**config.mk**
```make
export PLATFORM = sky130hd
export DESIGN_NAME = psram_axi_wb_bridge_flat
export DESIGN_NICKNAME = d
export VERILOG_FILES = /design/src/rtl/psram_bridge_pkg.sv /design/src/rtl/psram_axi_wb_bridge_if.sv /design/src/rtl/psram_axi_burst_addr.sv /design/src/rtl/psram_axi_wb_bridge.sv /design/src/flat_wrapper.sv
export SDC_FILE = /design/constraint.sdc
export NUM_CORES = 1
export LEC_CHECK = 0
export CAP_MARGIN = 5
export CORE_ASPECT_RATIO = 0.5
export CORE_UTILIZATION = 40
export DETAILED_ROUTE_END_ITERATION = 8
export PLACE_DENSITY = 0.72
export SLEW_MARGIN = 10
export SYNTH_ARGS = -nofsm -noshare
export SYNTH_HDL_FRONTEND = slang
export SYNTH_SLANG_ARGS = --single-unit
```
**constraint.sdc**
```tcl
create_clock -name clk_i -period 6.2 [get_ports clk_i]
set_clock_uncertainty 0.2 [all_clocks]
set_input_delay 1.24 -clock clk_i [delete_from_list [all_inputs] [get_ports clk_i]]
set_output_delay 1.24 -clock clk_i [all_outputs]
set_load 0.005 [all_outputs]
```
**src/rtl/psram_bridge_pkg.sv**
```systemverilog
// Shared definitions for the AXI4 -> Wishbone PSRAM bridge.
// Contents: FSM state codes, AXI response and burst encodings, and a helper
// that flags burst types the bridge refuses to issue on Wishbone.
package psram_bridge_pkg;

  typedef logic [2:0] state_t;

  localparam state_t S_IDLE   = 3'd0;
  localparam state_t S_W_WAIT = 3'd1;
  localparam state_t S_WB_WR  = 3'd2;
  localparam state_t S_B_RESP = 3'd3;
  localparam state_t S_WB_RD  = 3'd4;
  localparam state_t S_R_SEND = 3'd5;

  localparam logic [1:0] AXI_RESP_OKAY   = 2'b00;
  localparam logic [1:0] AXI_RESP_SLVERR = 2'b10;

  localparam logic [1:0] BURST_FIXED = 2'b00;
  localparam logic [1:0] BURST_INCR  = 2'b01;
  localparam logic [1:0] BURST_WRAP  = 2'b10;

  // WRAP and the reserved code both have bit 1 set; neither reaches the PSRAM.
  function automatic logic burst_unsupported(input logic [1:0] burst);
    return burst[1];
  endfunction

endpackage

```
**src/rtl/psram_axi_wb_bridge_if.sv**
```systemverilog
// AXI4 slave-side bus bundle for the PSRAM bridge (32-bit data).
// Channels: AW, W, B, AR, R.
// Modports: slave  - the bridge (accepts addresses/data, returns responses)
//           master - the CPU-side interconnect or a testbench driver
interface psram_axi_wb_bridge_if #(
  parameter int ID_W = 4
) ();
  import psram_bridge_pkg::*;

  logic            awvalid, awready;
  logic [ID_W-1:0] awid;
  logic [31:0]     awaddr;
  logic [7:0]      awlen;
  logic [2:0]      awsize;
  logic [1:0]      awburst;

  logic            wvalid, wready;
  logic [31:0]     wdata;
  logic [3:0]      wstrb;
  logic            wlast;

  logic            bvalid, bready;
  logic [ID_W-1:0] bid;
  logic [1:0]      bresp;

  logic            arvalid, arready;
  logic [ID_W-1:0] arid;
  logic [31:0]     araddr;
  logic [7:0]      arlen;
  logic [2:0]      arsize;
  logic [1:0]      arburst;

  logic            rvalid, rready;
  logic [ID_W-1:0] rid;
  logic [31:0]     rdata;
  logic [1:0]      rresp;
  logic            rlast;

  modport slave (
    input  awvalid, awid, awaddr, awlen, awsize, awburst,
    output awready,
    input  wvalid, wdata, wstrb, wlast,
    output wready,
    output bvalid, bid, bresp,
    input  bready,
    input  arvalid, arid, araddr, arlen, arsize, arburst,
    output arready,
    output rvalid, rid, rdata, rresp, rlast,
    input  rready
  );

  modport master (
    output awvalid, awid, awaddr, awlen, awsize, awburst,
    input  awready,
    output wvalid, wdata, wstrb, wlast,
    input  wready,
    input  bvalid, bid, bresp,
    output bready,
    output arvalid, arid, araddr, arlen, arsize, arburst,
    input  arready,
    input  rvalid, rid, rdata, rresp, rlast,
    output rready
  );

endinterface

```
**src/rtl/psram_axi_burst_addr.sv**
```systemverilog
// Next-beat address for an AXI burst.
// Ports: addr_i (current beat address), size_i (AxSIZE), burst_i (AxBURST),
//        next_addr_o (address of the following beat).
// INCR steps by 1<<size, capped at 4 bytes for the 32-bit bus, with plain
// 32-bit wrap-around (no 4 KB boundary handling). Anything else holds.
module psram_axi_burst_addr
  import psram_bridge_pkg::*;
(
  input  logic [31:0] addr_i,
  input  logic [2:0]  size_i,
  input  logic [1:0]  burst_i,
  output logic [31:0] next_addr_o
);

  logic [31:0] step;

  always_comb begin
    step = 32'd4;
    if (size_i < 3'd2) step = 32'd1 << size_i;
    next_addr_o = (burst_i == BURST_INCR) ? addr_i + step : addr_i;
  end

endmodule

```
**src/rtl/psram_axi_wb_bridge.sv**
```systemverilog
// AXI4 slave -> Wishbone classic master bridge in front of the PSRAM controller.
// Each AXI beat becomes one Wishbone cycle; one AXI transaction at a time.
// Ports:
//   clk_i, rst_i     clock, async active-high reset (shared with controller)
//   axi              AXI4 slave channels (psram_axi_wb_bridge_if.slave)
//   cyc_o/stb_o/we_o Wishbone cycle, strobe, write enable (registered)
//   adr_o            word-aligned address
//   dat_o, sel_o     write data and byte lanes (sel 4'b1111 on reads)
//   dat_i, ack_i     read data and cycle completion from the controller
module psram_axi_wb_bridge
  import psram_bridge_pkg::*;
#(
  parameter int ID_W = 4
) (
  input  logic                  clk_i,
  input  logic                  rst_i,
  psram_axi_wb_bridge_if.slave  axi,
  output logic                  cyc_o,
  output logic                  stb_o,
  output logic                  we_o,
  output logic [31:0]           adr_o,
  output logic [31:0]           dat_o,
  output logic [3:0]            sel_o,
  input  logic [31:0]           dat_i,
  input  logic                  ack_i
);

  state_t state_q, state_d;
  logic   prio_q, prio_d;            // 0: read wins the next AW/AR collision
  logic   awready_q, awready_d;
  logic   arready_q, arready_d;
  logic   wready_q, wready_d;
  logic   bvalid_q, bvalid_d;
  logic [1:0] bresp_q, bresp_d;
  logic   rvalid_q, rvalid_d;
  logic [31:0] rdata_q, rdata_d;
  logic [1:0]  rresp_q, rresp_d;
  logic   rlast_q, rlast_d;

  logic [ID_W-1:0] id_q, id_d;
  logic [31:0] addr_q, addr_d;
  logic [7:0]  len_q, len_d;
  logic [2:0]  size_q, size_d;
  logic [1:0]  burst_q, burst_d;
  logic [7:0]  cnt_q, cnt_d;
  logic        err_q, err_d;         // wlast disagreed with the beat count

  logic        cyc_q, cyc_d;
  logic        we_q, we_d;
  logic [31:0] adr_q, adr_d;
  logic [31:0] dat_q, dat_d;
  logic [3:0]  sel_q, sel_d;

  logic [31:0] next_addr;
  logic [7:0]  cnt_nxt;
  logic        last_beat;
  logic        bad_burst;

  psram_axi_burst_addr u_addr (
    .addr_i      (addr_q),
    .size_i      (size_q),
    .burst_i     (burst_q),
    .next_addr_o (next_addr)
  );

  assign cnt_nxt   = cnt_q + 8'd1;
  assign last_beat = (cnt_q == len_q);
  assign bad_burst = burst_unsupported(burst_q);

  always_comb begin
    state_d   = state_q;
    prio_d    = prio_q;
    awready_d = awready_q;
    arready_d = arready_q;
    wready_d  = wready_q;
    bvalid_d  = bvalid_q;
    bresp_d   = bresp_q;
    rvalid_d  = rvalid_q;
    rdata_d   = rdata_q;
    rresp_d   = rresp_q;
    rlast_d   = rlast_q;
    id_d      = id_q;
    addr_d    = addr_q;
    len_d     = len_q;
    size_d    = size_q;
    burst_d   = burst_q;
    cnt_d     = cnt_q;
    err_d     = err_q;
    cyc_d     = cyc_q;
    we_d      = we_q;
    adr_d     = adr_q;
    dat_d     = dat_q;
    sel_d     = sel_q;

    case (state_q)
      S_IDLE: begin
        if (arready_q && axi.arvalid) begin
          arready_d = 1'b0;
          id_d      = axi.arid;
          addr_d    = axi.araddr;
          len_d     = axi.arlen;
          size_d    = axi.arsize;
          burst_d   = axi.arburst;
          cnt_d     = 8'd0;
          if (burst_unsupported(axi.arburst)) begin
            // Refused burst: answer directly with zero data, no PSRAM access.
            state_d  = S_R_SEND;
            rvalid_d = 1'b1;
            rdata_d  = 32'd0;
            rresp_d  = AXI_RESP_SLVERR;
            rlast_d  = (axi.arlen == 8'd0);
          end else begin
            state_d = S_WB_RD;
            cyc_d   = 1'b1;
            we_d    = 1'b0;
            sel_d   = 4'b1111;
            adr_d   = {axi.araddr[31:2], 2'b00};
          end
        end else if (awready_q && axi.awvalid) begin
          awready_d = 1'b0;
          id_d      = axi.awid;
          addr_d    = axi.awaddr;
          len_d     = axi.awlen;
          size_d    = axi.awsize;
          burst_d   = axi.awburst;
          cnt_d     = 8'd0;
          err_d     = 1'b0;
          state_d   = S_W_WAIT;
          wready_d  = 1'b1;
        end else if (!arready_q && !awready_q) begin
          // Grant is registered; once a ready is raised it is held until the
          // handshake, which AXI valid-stability guarantees will come.
          if (axi.arvalid && axi.awvalid) begin
            if (prio_q) awready_d = 1'b1;
            else        arready_d = 1'b1;
            prio_d = ~prio_q;
          end else if (axi.arvalid) begin
            arready_d = 1'b1;
          end else if (axi.awvalid) begin
            awready_d = 1'b1;
          end
        end
      end

      S_W_WAIT: begin
        if (axi.wvalid && wready_q) begin
          wready_d = 1'b0;
          err_d    = err_q | (axi.wlast != last_beat);
          // A zero strobe must not reach the controller (it would write the
          // full word), so such beats complete without a Wishbone cycle.
          if (bad_burst || (axi.wstrb == 4'b0000)) begin
            if (last_beat) begin
              state_d  = S_B_RESP;
              bvalid_d = 1'b1;
              bresp_d  = (bad_burst || err_d) ? AXI_RESP_SLVERR : AXI_RESP_OKAY;
            end else begin
              cnt_d    = cnt_nxt;
              addr_d   = next_addr;
              wready_d = 1'b1;
            end
          end else begin
            state_d = S_WB_WR;
            cyc_d   = 1'b1;
            we_d    = 1'b1;
            adr_d   = {addr_q[31:2], 2'b00};
            dat_d   = axi.wdata;
            sel_d   = axi.wstrb;
          end
        end
      end

      S_WB_WR: begin
        if (cyc_q && ack_i) begin
          cyc_d = 1'b0;
          we_d  = 1'b0;
          if (last_beat) begin
            state_d  = S_B_RESP;
            bvalid_d = 1'b1;
            bresp_d  = err_q ? AXI_RESP_SLVERR : AXI_RESP_OKAY;
          end else begin
            state_d  = S_W_WAIT;
            cnt_d    = cnt_nxt;
            addr_d   = next_addr;
            wready_d = 1'b1;
          end
        end
      end

      S_B_RESP: begin
        if (axi.bready) begin
          bvalid_d = 1'b0;
          state_d  = S_IDLE;
        end
      end

      S_WB_RD: begin
        if (cyc_q && ack_i) begin
          cyc_d    = 1'b0;
          state_d  = S_R_SEND;
          rvalid_d = 1'b1;
          rdata_d  = dat_i;
          rresp_d  = AXI_RESP_OKAY;
          rlast_d  = last_beat;
        end
      end

      S_R_SEND: begin
        if (axi.rready) begin
          rvalid_d = 1'b0;
          rlast_d  = 1'b0;
          if (last_beat) begin
            state_d = S_IDLE;
          end else begin
            cnt_d  = cnt_nxt;
            addr_d = next_addr;
            if (bad_burst) begin
              rvalid_d = 1'b1;
              rdata_d  = 32'd0;
              rresp_d  = AXI_RESP_SLVERR;
              rlast_d  = (cnt_nxt == len_q);
            end else begin
              state_d = S_WB_RD;
              cyc_d   = 1'b1;
              we_d    = 1'b0;
              sel_d   = 4'b1111;
              adr_d   = {next_addr[31:2], 2'b00};
            end
          end
        end
      end

      default: state_d = S_IDLE;
    endcase
  end

  // Async reset so cyc drops immediately alongside the controller's reset.
  always_ff @(posedge clk_i or posedge rst_i) begin
    if (rst_i) begin
      state_q   <= S_IDLE;
      prio_q    <= 1'b0;
      awready_q <= 1'b0;
      arready_q <= 1'b0;
      wready_q  <= 1'b0;
      bvalid_q  <= 1'b0;
      bresp_q   <= 2'b00;
      rvalid_q  <= 1'b0;
      rdata_q   <= 32'd0;
      rresp_q   <= 2'b00;
      rlast_q   <= 1'b0;
      id_q      <= '0;
      addr_q    <= 32'd0;
      len_q     <= 8'd0;
      size_q    <= 3'd0;
      burst_q   <= 2'b00;
      cnt_q     <= 8'd0;
      err_q     <= 1'b0;
      cyc_q     <= 1'b0;
      we_q      <= 1'b0;
      adr_q     <= 32'd0;
      dat_q     <= 32'd0;
      sel_q     <= 4'd0;
    end else begin
      state_q   <= state_d;
      prio_q    <= prio_d;
      awready_q <= awready_d;
      arready_q <= arready_d;
      wready_q  <= wready_d;
      bvalid_q  <= bvalid_d;
      bresp_q   <= bresp_d;
      rvalid_q  <= rvalid_d;
      rdata_q   <= rdata_d;
      rresp_q   <= rresp_d;
      rlast_q   <= rlast_d;
      id_q      <= id_d;
      addr_q    <= addr_d;
      len_q     <= len_d;
      size_q    <= size_d;
      burst_q   <= burst_d;
      cnt_q     <= cnt_d;
      err_q     <= err_d;
      cyc_q     <= cyc_d;
      we_q      <= we_d;
      adr_q     <= adr_d;
      dat_q     <= dat_d;
      sel_q     <= sel_d;
    end
  end

  assign axi.awready = awready_q;
  assign axi.arready = arready_q;
  assign axi.wready  = wready_q;
  assign axi.bvalid  = bvalid_q;
  assign axi.bid     = id_q;
  assign axi.bresp   = bresp_q;
  assign axi.rvalid  = rvalid_q;
  assign axi.rid     = id_q;
  assign axi.rdata   = rdata_q;
  assign axi.rresp   = rresp_q;
  assign axi.rlast   = rlast_q;

  assign cyc_o = cyc_q;
  assign stb_o = cyc_q;
  assign we_o  = we_q;
  assign adr_o = adr_q;
  assign dat_o = dat_q;
  assign sel_o = sel_q;

endmodule

```
**src/flat_wrapper.sv**
```systemverilog
// flat-port wrapper written by rule: the top's interface ports become plain ports
module psram_axi_wb_bridge_flat import psram_bridge_pkg::*;
#(
  parameter int ID_W = 4
)
  (clk_i, rst_i, cyc_o, stb_o, we_o, adr_o, dat_o, sel_o, dat_i, ack_i, axi_awvalid, axi_awid, axi_awaddr, axi_awlen, axi_awsize, axi_awburst, axi_awready, axi_wvalid, axi_wdata, axi_wstrb, axi_wlast, axi_wready, axi_bvalid, axi_bid, axi_bresp, axi_bready, axi_arvalid, axi_arid, axi_araddr, axi_arlen, axi_arsize, axi_arburst, axi_arready, axi_rvalid, axi_rid, axi_rdata, axi_rresp, axi_rlast, axi_rready);
  psram_axi_wb_bridge_if #(.ID_W(ID_W)) axi_i ();
  input  logic clk_i;
  input  logic rst_i;
  output logic cyc_o;
  output logic stb_o;
  output logic we_o;
  output logic [31:0] adr_o;
  output logic [31:0] dat_o;
  output logic [3:0] sel_o;
  input  logic [31:0] dat_i;
  input  logic ack_i;
  input wire logic [$bits(axi_i.awvalid)-1:0] axi_awvalid;
  input wire logic [$bits(axi_i.awid)-1:0] axi_awid;
  input wire logic [$bits(axi_i.awaddr)-1:0] axi_awaddr;
  input wire logic [$bits(axi_i.awlen)-1:0] axi_awlen;
  input wire logic [$bits(axi_i.awsize)-1:0] axi_awsize;
  input wire logic [$bits(axi_i.awburst)-1:0] axi_awburst;
  output wire logic [$bits(axi_i.awready)-1:0] axi_awready;
  input wire logic [$bits(axi_i.wvalid)-1:0] axi_wvalid;
  input wire logic [$bits(axi_i.wdata)-1:0] axi_wdata;
  input wire logic [$bits(axi_i.wstrb)-1:0] axi_wstrb;
  input wire logic [$bits(axi_i.wlast)-1:0] axi_wlast;
  output wire logic [$bits(axi_i.wready)-1:0] axi_wready;
  output wire logic [$bits(axi_i.bvalid)-1:0] axi_bvalid;
  output wire logic [$bits(axi_i.bid)-1:0] axi_bid;
  output wire logic [$bits(axi_i.bresp)-1:0] axi_bresp;
  input wire logic [$bits(axi_i.bready)-1:0] axi_bready;
  input wire logic [$bits(axi_i.arvalid)-1:0] axi_arvalid;
  input wire logic [$bits(axi_i.arid)-1:0] axi_arid;
  input wire logic [$bits(axi_i.araddr)-1:0] axi_araddr;
  input wire logic [$bits(axi_i.arlen)-1:0] axi_arlen;
  input wire logic [$bits(axi_i.arsize)-1:0] axi_arsize;
  input wire logic [$bits(axi_i.arburst)-1:0] axi_arburst;
  output wire logic [$bits(axi_i.arready)-1:0] axi_arready;
  output wire logic [$bits(axi_i.rvalid)-1:0] axi_rvalid;
  output wire logic [$bits(axi_i.rid)-1:0] axi_rid;
  output wire logic [$bits(axi_i.rdata)-1:0] axi_rdata;
  output wire logic [$bits(axi_i.rresp)-1:0] axi_rresp;
  output wire logic [$bits(axi_i.rlast)-1:0] axi_rlast;
  input wire logic [$bits(axi_i.rready)-1:0] axi_rready;
  assign axi_i.awvalid = axi_awvalid;
  assign axi_i.awid = axi_awid;
  assign axi_i.awaddr = axi_awaddr;
  assign axi_i.awlen = axi_awlen;
  assign axi_i.awsize = axi_awsize;
  assign axi_i.awburst = axi_awburst;
  assign axi_awready = axi_i.awready;
  assign axi_i.wvalid = axi_wvalid;
  assign axi_i.wdata = axi_wdata;
  assign axi_i.wstrb = axi_wstrb;
  assign axi_i.wlast = axi_wlast;
  assign axi_wready = axi_i.wready;
  assign axi_bvalid = axi_i.bvalid;
  assign axi_bid = axi_i.bid;
  assign axi_bresp = axi_i.bresp;
  assign axi_i.bready = axi_bready;
  assign axi_i.arvalid = axi_arvalid;
  assign axi_i.arid = axi_arid;
  assign axi_i.araddr = axi_araddr;
  assign axi_i.arlen = axi_arlen;
  assign axi_i.arsize = axi_arsize;
  assign axi_i.arburst = axi_arburst;
  assign axi_arready = axi_i.arready;
  assign axi_rvalid = axi_i.rvalid;
  assign axi_rid = axi_i.rid;
  assign axi_rdata = axi_i.rdata;
  assign axi_rresp = axi_i.rresp;
  assign axi_rlast = axi_i.rlast;
  assign axi_i.rready = axi_rready;
  psram_axi_wb_bridge #(.ID_W(ID_W)) u_core (.clk_i(clk_i), .rst_i(rst_i), .axi(axi_i), .cyc_o(cyc_o), .stb_o(stb_o), .we_o(we_o), .adr_o(adr_o), .dat_o(dat_o), .sel_o(sel_o), .dat_i(dat_i), .ack_i(ack_i));
endmodule
```
Word-level counts from Yosys, hierarchy flattened

Cells that the tools add are included.

Shifts and indexed selects: 1
Order comparisons: 1
Reductions and logical operators: 43
Bitwise logic cells: 5
Mux-type cells: 137
Equality and inequality tests: 35
Add/subtract/negate cells: 2

Operators with widths:

| operator                                               | count |
|---|---|
| 2-to-1 mux 32 bit                                      | 22 |
| one-hot mux 32 bit (3 select lines)                    | 2 |
| one-hot mux 32 bit (4 select lines)                    | 1 |
| 2-to-1 mux 8 bit                                       | 9 |
| 2-to-1 mux 1 bit                                       | 53 |
| 2-to-1 mux 3 bit                                       | 13 |
| 2-to-1 mux 4 bit                                       | 9 |
| adder 32 bit                                           | 1 |
| 2-to-1 mux 2 bit                                       | 16 |
| one-hot mux 8 bit (4 select lines)                     | 1 |
| << shifter 1 x 3 -> 32 bit (first input constant)      | 1 |
| AND reduction 6 bit                                    | 4 |
| inequality test 2 x 1 -> 1 bit (second input constant) | 11 |
| AND reduction 5 bit                                    | 4 |
| inequality test 2 bit (second input constant)          | 9 |
| one-hot mux 3 bit (6 select lines)                     | 1 |
| AND reduction 9 bit                                    | 2 |
| nonzero test 3 bit                                     | 6 |
| == test 8 bit                                          | 2 |
| AND reduction 8 bit                                    | 2 |
| one-hot mux 1 bit (3 select lines)                     | 4 |
| one-hot mux 4 bit (3 select lines)                     | 1 |
| nonzero test 2 bit                                     | 5 |
| inequality test 3 x 1 -> 1 bit (second input constant) | 3 |
| other kinds (27)                                       | 42 |

Bits in registers: 174
Bits of input ports: 175
Logic and storage cells: 247
Output and inout bits: 121

Depth between registers and ports, before layout

Depth after elaboration: 9
Gate-level depth with buffers: 12
Mapped depth without buffers: 10

Hierarchy

A second synthesis with hierarchy kept.

Cells, all modules: 1006
Area total of the unflattened synthesis: 9674.3 um^2

By module, submodules not included:

| module               | area each (um^2) | instances | cells each | sequential area each (um^2) |
|---|---|---|---|---|
| psram_axi_wb_bridge  | 8719.6           | 1         | 876        | 4254.1 |
| psram_axi_burst_addr | 954.7            | 1         | 130        | 0.0 |

Worst setup path after synthesis

No wires, ideal clock.

Kind: in2reg
Start point: input port axi_wstrb[2]
End point: register u_core.addr_q[16]
Buffers on the path: 1
Cell stages on the path: 7
Arrival time: 3.008 ns
Setup time: 0.126 ns
Path slack: 2.866 ns
Cell sequence: or4_4 -> a2111oi_2 -> o21a_2 -> and2_4 -> buf_6 -> nand2_1 -> o311a_1

Longest elaborated chain between the ends: 4

Ends and longest elaborated chain:

| what                                     | line                       | text |
|---|---|---|
| start: declaration                       | flat_wrapper.sv:27         | `input wire logic [$bits(axi_i.wstrb)-1:0] axi_wstrb;` |
| logical NOT 4 bit                        | psram_axi_wb_bridge.sv:151 | `if (bad_burst \|\| (axi.wstrb == 4'b0000)) begin` |
| logical OR 1 bit                         | psram_axi_wb_bridge.sv:151 |  |
| inequality test 2 x 1 -> 1 bit (no line) | -                          |  |
| AND reduction 6 bit (no line)            | -                          |  |
| end signal: assignment                   | psram_axi_wb_bridge.sv:275 | `addr_q <= addr_d;` |
| end: declaration                         | psram_axi_wb_bridge.sv:41  | `logic [31:0] addr_q, addr_d;` |

Every way passes these cells.
A chain may end at the register's enable or synchronous reset.

Final worst setup path

Start point: input port axi_wstrb[2]
End point: register u_core.addr_q[6]

Same word-level chain as after synthesis.

==> impl_metrics.env <==
export IMPL_status="finished clean"
export IMPL_holdCritPathClass="reg2reg"
export IMPL_power_density_nw_per_um2=464
export IMPL_p_int_uw=3730
export IMPL_htree_num_levels=4
export IMPL_hpwl_um=22600
export IMPL_p_leak_uw=0.00551
export IMPL_final_nets=1586
export IMPL_p_sw_uw=2560
export IMPL_detail_route_wl_per_cell_um=18.4
export IMPL_cts_tree="yes"
export IMPL_seq_area_um2=4250
export IMPL_die_y_um=113
export IMPL_max_clock_freq_ghz=0.259
export IMPL_start_util_pct=40.9
export IMPL_vdd_drop_max_v=0.000281
export IMPL_ctsHoldBuffers=0
export IMPL_syn_inst=1160
export IMPL_layout_drive_gt1_share_pct=7.57
export IMPL_cp_arrival_ps=4050
export IMPL_post_cts_setup_buffers=0
export IMPL_p_seq_share_pct=32.4
export IMPL_cts_root_buffer="clkbuf_16"
export IMPL_synth_cell_type_count=80
export IMPL_synth_area_per_cell_um2=8.49
export IMPL_p_comb_share_pct=49.2
export IMPL_ys_warn_count=0
export IMPL_drt_total_wl_um=32300
export IMPL_grt_pass1_wl_um=51200
export IMPL_setup_viol=0
export IMPL_whs_path_depth=2
export IMPL_finalCriticalPeriod_ps=3860
export IMPL_final_antenna_net_count=0
export IMPL_clock_path_buffers=2
export IMPL_synth_edf_count=0
export IMPL_dieWidth_um=224
export IMPL_yosysTopAreaCellShare_pct=43.2
export IMPL_rows=40
export IMPL_cts_buffers_inserted=17
export IMPL_synth_area_leader_cell="dfrtp_1"
export IMPL_vias_per_cell=5.61
export IMPL_dieArea_um2=25300
export IMPL_overflow=0
export IMPL_crit_type="in2reg"
export IMPL_gp_congestion=0.906
export IMPL_syn2layout_area_growth_pct=37.6
export IMPL_setup_tns_ps=0
export IMPL_cp_cell_sequence="clkdlybuf4s50_1 > or4_4 > a2111oi_2 > o21a_2 > nand2_2 > a21oi_2 > o221a_2"
export IMPL_worst_pin_slew_ps=1180
export IMPL_reg2reg_depth=10
export IMPL_cp_num_buf_inv=1
export IMPL_synthTopCellsByArea="dfrtp_1 43%, nand2_1 9.3%, o21ai_0 4.4%"
export IMPL_cts_sinks=170
export IMPL_synth_async_reset_ratio_pct=100
export IMPL_r2r_end="u_core.adr_o[22]"
export IMPL_finalHoldViolations=0
export IMPL_num_fill_cells=2205
export IMPL_core_area_um2=24100
export IMPL_cpPeakStageDelay_ps=590
export IMPL_synth_seq_area_share_pct=43.2
export IMPL_netlist_area_um2=9850
export IMPL_p_sw_share_pct=40.7
export IMPL_reg2reg_from="u_core.size_q[1]"
export IMPL_io_buffers=291
export IMPL_max_slew_margin_pct=20.9
export IMPL_min_to="u_core.axi.rdata[2]"
export IMPL_drc=0
export IMPL_synth_seq_cells=170
export IMPL_path_delay_family="compound AO/OA/AOI/OAI gates"
export IMPL_slowest_stage="or4_4"
export IMPL_hp_start="u_core.axi.rdata[2]"
export IMPL_cp_start_kind="primary input"
export IMPL_num_antenna_cells=0
export IMPL_fin_crit_sh_pct=62.2
export IMPL_path_clk_slew_ps=70
export IMPL_power_share_clock_pct=18.4
export IMPL_cp_max_fo=28
export IMPL_finalMaxSlewViolations=0
export IMPL_insertion_delay_ps=460
export IMPL_cp_required_ps=6390
export IMPL_vias=9810
export IMPL_grt_max_degree=68
export IMPL_reg2reg_slack_ps=2450
export IMPL_rsz0062_at_grt="false"
export IMPL_fin_util_pct=56.3
export IMPL_pin_count=296
export IMPL_drt_iter0_markers=909
export IMPL_drv_cap=0
export IMPL_first_pass_iters=5
export IMPL_cp_end_kind="flip-flop"
export IMPL_antenna_found_initial=0
export IMPL_track_usage_pct=25.7
export IMPL_ys_flop_type="dfrtp_1"
export IMPL_grt_pass1_vias=9553
export IMPL_ctsResizeCount=0
export IMPL_multi_input_area_um2=5170
==> stage by stage <==
stage	power (µW)	instance area (µm²)	cells	setup slack, ps	hold slack [ps]
after floorplan	3760	9880	1168	157	267
after global placement	5030	12900	1718	1990	261
after detailed placement	5110	12900	1718	1910	266
after CTS	6280	13600	1750	2400	285
after global routing	6700	13600	1750	2230	302
final	6290	13600	1750	2340	280
==> per-layer routing <==
metal	share of wire, %	wire, µm	global-route usage, %	vias to the layer above
li1	-	-	-	4626
met1	45	14500	34.6	4781
met2	47	15300	42.4	348
met3	6.0	1920	5.30	55
met4	1.6	501	6.39	0
met5	0	0	0	-
==> placed cells by master (no fill, tap or decap), drive strengths merged, types with 5 or more instances in the layout <==
| master | n |
|---|---|
| a21o | 6 |
| a21oi | 59 |
| a22oi | 7 |
| a2bb2oi | 13 |
| a31oi | 50 |
| and2 | 7 |
| and3 | 24 |
| buf | 17 |
| clkbuf | 19 |
| clkdlybuf4s50 | 291 |
| conb | 9 |
| dfrtp | 170 |
| ha | 9 |
| inv | 22 |
| mux2 | 32 |
| mux2i | 12 |
| nand2 | 245 |
| nand3 | 61 |
| nand4 | 8 |
| nor2 | 83 |
| nor2b | 6 |
| nor3 | 16 |
| nor4 | 12 |
| o2111ai | 5 |
| o211ai | 12 |
| o21a | 6 |
| o21ai | 87 |
| o221a | 5 |
| o22a | 8 |
| o31ai | 10 |
| or3 | 5 |
| xnor2 | 12 |
| xor2 | 18 |
==> power by group through the flow <==
stage	Combinational, µW	Sequential (µW)	Clock (µW)
2_1_floorplan	1840	1930	0
6_report	3100	2030	1160
3_3_place_gp	3010	2020	0
5_1_grt	3390	2100	1220
4_1_cts	3090	2030	1170
3_5_place_dp	3070	2040	0
==> state kept, by name (all words and copies together), names as in the netlist, 4 cells and up <==
register and cells:
u_core.cnt_q 8, u_core.axi.rdata 32, u_core.adr_o 30, u_core.addr_q 32
u_core.axi.bid 4, u_core.sel_o 4, u_core.len_q 8, u_core.dat_o 32
==> synthesized netlist by cell type (12+ instances only) <==
cell       instances
a21oi_1           58
buf_2             12
inv_1             14
xnor2_1           12
xor2_1            18
mux2i_1           12
dfrtp_1          170
and3_1            24
mux2_2            28
nor3_1            16
o21ai_0           86
a31oi_1           50
clkbuf_1          62
nand2_1          244
nor2_1            83
nand3_1           60
a2bb2oi_1         13
==> kinds of logic (layout without fill, tap and decap cells) <==
family	count (synthesis)	count (layout)	synth area share, %
multiplexers	44	44	4.88
buffers and inverters	108	354	5.03
other	1	9	0.0381
XOR/XNOR	30	30	2.67
AO/OA/AOI/OAI	309	309	20.6
flip-flops	170	170	43.2
AND/OR/NAND/NOR	488	488	22.2
adder cells (fa/ha/maj)	10	10	1.35
==> worst max path at each step <==
stage | from | to | depth (start not counted)
floorplan | rst_i | u_core.addr_q[0] | 1
global placement | axi_wstrb[2] | u_core.addr_q[6] | 7
detailed placement | axi_wstrb[2] | u_core.addr_q[3] | 7
CTS | axi_wstrb[2] | u_core.addr_q[3] | 7
global route | axi_wstrb[2] | u_core.addr_q[3] | 7
finish | axi_wstrb[2] | u_core.addr_q[6] | 7
==> worst register-to-register path: stages (launching register included) <==
cell     delay (ps)
dfrtp_1         380
or2_2           330
nor2_1          110
ha_1            210
fa_1            220
a21oi_1         120
o211a_1         270
o21ai_2         790
nand2_1         360
and3_1          310
o32a_1          340
==> layout make-up <==
type                    instances  share of cell area, %
multi-input cells             890                   38.1
clock buffers                  19                   3.19
clock inverters                13                   1.35
flip-flops and latches        170                   31.4
repair buffers                308                   22.4
well taps                     336                   3.10
inverters                      14                  0.425
Power figures use the tool's default switching activity.
